File: src/rtl/rr_one_hot_arbiter.sv
// -----------------------------------------------------------------------------
// rr_one_hot_arbiter
//   N-way round-robin arbiter with a one-hot grant and a valid/ready handshake
//   toward the shared resource. Priority rotates to just above the last
//   accepted grant. With LOCK_EN=1, a grant that is offered but not accepted
//   is held until accepted. If the holder drops its request first, arbitration
//   resumes in that same cycle.
//
// Ports
//   clk          in   1      clock, rising edge
//   rst          in   1      asynchronous reset, active-low
//   req_i        in   N_REQ  request vector, bit i = requester i
//   flush_i      in   1      synchronous: restore reset priority, drop any lock
//   grant_o      out  N_REQ  one-hot grant (zero when nothing requests)
//   grant_id_o   out  ID_W   binary index of grant_o (0 when grant_o == 0)
//   grant_vld_o  out  1      |grant_o
//   grant_rdy_i  in   1      downstream accepts; handshake = grant_vld_o & grant_rdy_i
//
// Grant outputs are combinational (zero latency) from req_i and state.
// grant_rdy_i only affects next state and has no path to any output.
// -----------------------------------------------------------------------------
module rr_one_hot_arbiter #(
    parameter int unsigned N_REQ   = 8,
    parameter bit          LOCK_EN = 1'b1,
    localparam int unsigned ID_W   = (N_REQ > 1) ? $clog2(N_REQ) : 1
) (
    input  logic             clk,
    input  logic             rst,
    input  logic [N_REQ-1:0] req_i,
    input  logic             flush_i,
    output logic [N_REQ-1:0] grant_o,
    output logic [ID_W-1:0]  grant_id_o,
    output logic             grant_vld_o,
    input  logic             grant_rdy_i
);

    // Last grant parked on the top index, so index 0 wins first after reset.
    localparam logic [N_REQ-1:0] LAST_RST = N_REQ'(1) << (N_REQ - 1);

    logic [N_REQ-1:0] last_q;
    logic [N_REQ-1:0] last_d;
    logic [N_REQ-1:0] mask_c;
    logic [N_REQ-1:0] masked_c;
    logic [N_REQ-1:0] arb_gnt_c;
    logic             lock_q;
    logic [N_REQ-1:0] lock_gnt_q;
    logic             hold_c;
    logic             hs_c;

    // Round-robin pick: lowest request strictly above the last grant, else lowest overall.
    always_comb begin
        mask_c    = ~((last_q << 1) - N_REQ'(1));
        masked_c  = req_i & mask_c;
        arb_gnt_c = (masked_c != '0) ? (masked_c & (~masked_c + N_REQ'(1)))
                                     : (req_i & (~req_i + N_REQ'(1)));
    end

    // A lock only counts while its holder still requests.
    assign hold_c      = lock_q & (|(req_i & lock_gnt_q));
    assign grant_o     = hold_c ? lock_gnt_q : arb_gnt_c;
    assign grant_vld_o = |grant_o;
    assign hs_c        = grant_vld_o & grant_rdy_i;

    // One-hot to binary.
    always_comb begin
        grant_id_o = '0;
        for (int unsigned i = 0; i < N_REQ; i++) begin
            if (grant_o[i]) begin
                grant_id_o = grant_id_o | ID_W'(i);
            end
        end
    end

    // Rotation pointer: advances on handshake, flush restores reset priority.
    always_comb begin
        last_d = last_q;
        if (flush_i) begin
            last_d = LAST_RST;
        end else if (hs_c) begin
            last_d = grant_o;
        end
    end

    always_ff @(posedge clk or negedge rst) begin
        if (!rst) begin
            last_q <= LAST_RST;
        end else begin
            last_q <= last_d;
        end
    end

    if (LOCK_EN) begin : g_lock
        typedef enum logic {
            ST_ARB    = 1'b0,
            ST_LOCKED = 1'b1
        } state_e;

        state_e           state_q;
        state_e           state_d;
        logic [N_REQ-1:0] lock_gnt_d;

        // Lock state register.
        always_ff @(posedge clk or negedge rst) begin
            if (!rst) begin
                state_q    <= ST_ARB;
                lock_gnt_q <= '0;
            end else begin
                state_q    <= state_d;
                lock_gnt_q <= lock_gnt_d;
            end
        end

        // Lock next-state: a stalled offer locks, handshake or holder drop releases.
        always_comb begin
            state_d    = state_q;
            lock_gnt_d = lock_gnt_q;
            if (flush_i) begin
                state_d    = ST_ARB;
                lock_gnt_d = '0;
            end else begin
                case (state_q)
                    ST_ARB: begin
                        if (grant_vld_o && !grant_rdy_i) begin
                            state_d    = ST_LOCKED;
                            lock_gnt_d = grant_o;
                        end
                    end
                    ST_LOCKED: begin
                        if (hold_c) begin
                            if (grant_rdy_i) begin
                                state_d = ST_ARB;
                            end
                        end else if (grant_vld_o && !grant_rdy_i) begin
                            // Holder left; the fresh winner stalled, so lock onto it.
                            lock_gnt_d = grant_o;
                        end else begin
                            state_d = ST_ARB;
                        end
                    end
                    default: begin
                        state_d = ST_ARB;
                    end
                endcase
            end
        end

        assign lock_q = (state_q == ST_LOCKED);
    end else begin : g_nolock
        assign lock_q     = 1'b0;
        assign lock_gnt_q = '0;
    end

    // Grant sanity and lock hold: a held grant matches the captured grant.
    always @(posedge clk) begin
        if (rst) begin
            assert ($onehot0(grant_o));
            assert ((grant_o & ~req_i) == '0);
            if (lock_q && ((req_i & lock_gnt_q) != '0)) begin
                assert (grant_o == lock_gnt_q);
            end
        end
    end

endmodule

File: config.mk
export PLATFORM = sky130hd
export DESIGN_NAME = rr_one_hot_arbiter
export DESIGN_NICKNAME = d
export VERILOG_FILES = /design/src/rtl/rr_one_hot_arbiter.sv
export SDC_FILE = /design/constraint.sdc
export NUM_CORES = 1
export LEC_CHECK = 0
export BUFFER_PORTS_ARGS = -buffer_cell sky130_fd_sc_hd__buf_2
export CAP_MARGIN = 20
export CORE_MARGIN = 10
export CORE_UTILIZATION = 40
export DETAILED_ROUTE_END_ITERATION = 8
export SYNTH_ARGS = -nofsm -noshare
export SYNTH_HDL_FRONTEND = slang
export SYNTH_SLANG_ARGS = --single-unit
File: constraint.sdc
create_clock -name clk -period 2.9 [get_ports clk]
set_input_delay 0.58 -clock clk [delete_from_list [all_inputs] [get_ports clk]]
set_output_delay 0.58 -clock clk [all_outputs]
set_load 0.005 [all_outputs]
==> run summary <==
=================================================================================
Normalized max-slew margin                                                  0.732
Final design area excluding fillers                                     2200 um^2
Number of H-tree branching levels                                               1
Most frequent cells in the layout                                    53 x sky130_fd_sc_hd__buf_4, 20 x sky130_fd_sc_hd__nand2_1, 19 x sky130_fd_sc_hd__buf_2
Most numerous cell on the critical path                              sky130_fd_sc_hd__buf_4
Number of sinks handled by clock tree synthesis                                16
Clock slew seen by the registers of the worst setup and hold paths        0.10 ns
Placed instance area                                                    1820 um^2
Maximum fanout encountered on the critical timing path                          5
Nets                                                                          251
Kind of cell adding the most delay to the critical path              simple AND/OR/NAND/NOR gates
Initial antenna violation count                                                 0
Average cell area after synthesis                                       8.42 um^2
Crit path DAT                                                             2.52 ns
Type of origin of the critical path                                      register
Clock insertion delay at the later pin of the skew report                 0.30 ns
Antenna diode count                                                             0
Share of synthesized registers carrying an async set or reset                1.00
Final hold violation count                                                      0
Worst-path cell with the longest stage delay                         sky130_fd_sc_hd__dfrtp_1
DRC violations left                                                             0
Crit path depth                                                                11
Die area                                                                6060 um^2
Average vias per placed instance                                             5.74
Antenna-violating nets left                                                     0
Clk Tree Root Cell                                                   sky130_fd_sc_hd__clkbuf_4
GPL Wtd Cong                                                                0.977
Number of buffer and inverter stages on the critical path                       5
Total CTS buffers                                                               3
Path type of the worst setup path                                      reg -> out
TritonCTS clock tree                                                          yes
Half-perimeter wire length after placement                                3910 um
Top Ports                                                                      24
Number of global-route vias before repair                                    1626
Detailed Routing Iterations Pass 1                                              4
Least setup slack across all paths after layout                         -0.196 ns
Chip height                                                               77.9 um
Routed wire length per instance                                           18.7 um
CTS Buffer Depth                                                                2
Commonest non-fill, non-tap cell in the layout                       sky130_fd_sc_hd__buf_4
Effective utilization at floorplan                                          0.428
Number of synthesis warnings                                                    0
Final setup skew                                                        0.0111 ns
Number of flops mapped to enable cells by yosys                                 0
Routed wire length                                                        5250 um
Area Overhead vs Synth                                                      64.0%
Flip-flop and latch count after synthesis                                      16
Number of max-capacitance violations reported                                   0
Run status                                                           complete, but fails checks
Type of element capturing the critical path                          primary output
Min Tclk post-route                                                       3.10 ns
Number of nets in the synthesized netlist                                     172
RSZ-0062 raised after global routing                                         true
Achievable frequency                                                    0.323 GHz
Slew Limit Fails                                                                0
Type of the worst min-delay path                                      in -> async
Total via count after detailed routing                                       1613
Mapped cell area                                                        1340 um^2
Most used flip-flop cell after synthesis                             sky130_fd_sc_hd__dfrtp_1
CP peak stage delay                                                       0.43 ns
Die Width                                                                 77.9 um
Netlist cell types                                                             55
Wire length of the first global-routing pass                              8320 um
Post-Route Utilization                                                      0.702
List of cells traversed by the critical path                         inv_2, buf_4, buf_4, a31oi_1, or3_4, buf_4, a41o_1, mux2i_1, and2_4, nand2_1, buf_2
Total GRT Usage                                                             0.167
Worst-Margin Slew                                                        0.398 ns
Port-buffer cells                                                              23
Setup violation total in the final timing report                               12
Residual overflow from global routing                                           0
Reg2reg path depth                                                             10
Maximum number of pins on one net before global-route repair                   17
Fraction of final layout cells with drive strength greater than 1           0.544
Violations in the final reports                                      negative setup slack
Final worst path period share                                                1.07
CTS hold repair buffers                                                         0
Share of synthesized area occupied by flip-flops and latches                0.299
Row Count                                                                      20
Iteration-0 DRC count of the detailed router                                  109
CP required                                                               2.32 ns
Placeable core area                                                     3130 um^2
Number of standard cells after synthesis                                      159
=================================================================================
[worst reg2reg max path: cells and delay by family (launching register included)]
kind	cells	cell delay (ns)
flip-flops	1	0.43
AO/OA/AOI/OAI	2	0.48
buffers and inverters	2	0.33
AND/OR/NAND/NOR	4	1.14
multiplexers	2	0.33
[cell families after synthesis]
| logic type | Yosys count | share of synthesized area |
|---|---|---|
| flip-flops | 16 | 0.299 |
| XOR/XNOR | 1 | 0.00654 |
| AO/OA/AOI/OAI | 44 | 0.282 |
| AND/OR/NAND/NOR | 72 | 0.293 |
| adder cells (fa/ha/maj) | 1 | 0.00934 |
| buffers and inverters | 18 | 0.0570 |
| multiplexers | 7 | 0.0523 |
[layout make-up]
type,instances,area (um^2)
Fill cell,241,932
Sequential cell,16,404
Tap cell,44,55.1
Timing Repair Buffer,80,583
Multi-Input combinational cell,125,1070
Clock buffer,4,36.3
Inverter,12,47.5
[routing by layer]
metal	routed length (um)	track usage	vias up	part of all wire
met2	2700	0.300	48	0.51
met1	2230	0.200	798	0.42
li1	-	-	759	-
met5	0	0	-	0
met3	270	0.0253	8	0.051
met4	54	0.0401	0	0.010
[path summary, 6_finish.rpt]
check	slack [ns]	start	to
worst max-delay path	-0.20	last_q[1]	grant_vld_o
worst min-delay path	0.18	rst	lock_gnt_q[0]
worst max register to register	0.14	last_q[1]	lock_gnt_q[2]
worst min register to register	0.58	lock_gnt_q[4]	lock_gnt_q[4]
max in group asynchronous	2.43	rst	last_q[3]
min in group clk	0.51	grant_rdy_i	g_lock.state_q
[Yosys cell counts, drive strengths merged (3+ instances only)]
master / count / area share
nor2: 15 / 0.044
nand3: 6 / 0.022
a21oi: 4 / 0.018
a31oi: 4 / 0.023
or3: 4 / 0.019
o31ai: 4 / 0.026
buf: 4 / 0.018
nor4: 3 / 0.030
nand4: 3 / 0.014
o211a: 3 / 0.022
o21ai: 4 / 0.015
a22o: 4 / 0.026
nand2b: 3 / 0.014
nand2: 21 / 0.059
o32ai: 4 / 0.026
nor3: 4 / 0.022
inv: 12 / 0.034
dfrtp: 16 / 0.30
mux2i: 7 / 0.052
[sequential cells by signal, summed over array words and instances, names as in the netlist]
register	cells
lock_gnt_q	8
last_q	7
g_lock.state_q	1
[timing repair]
item | in CTS | in global routing
gates resized for setup | 39 | 11
pin swaps | 16 | 13
setup buffers | 13 | 1
endpoints found under the setup margin | 16 | 14
[per-stage QoR]
step	hold slack [ns]	TNS (ns)	setup WS, ns	cells
6_report	0.177	-1.15	-0.196	281
3_3_place_gp	0.503	-1.60	-0.191	263
2_1_floorplan	0.284	-0.0257	-0.0257	159
4_1_cts	0.199	-0.764	-0.150	280
5_1_grt	0.199	-2.25	-0.308	281
3_5_place_dp	0.511	-2.46	-0.230	263
Power is not shown: default switching activity piles up to over one toggle a cycle in this logic, so the estimate is an artifact.
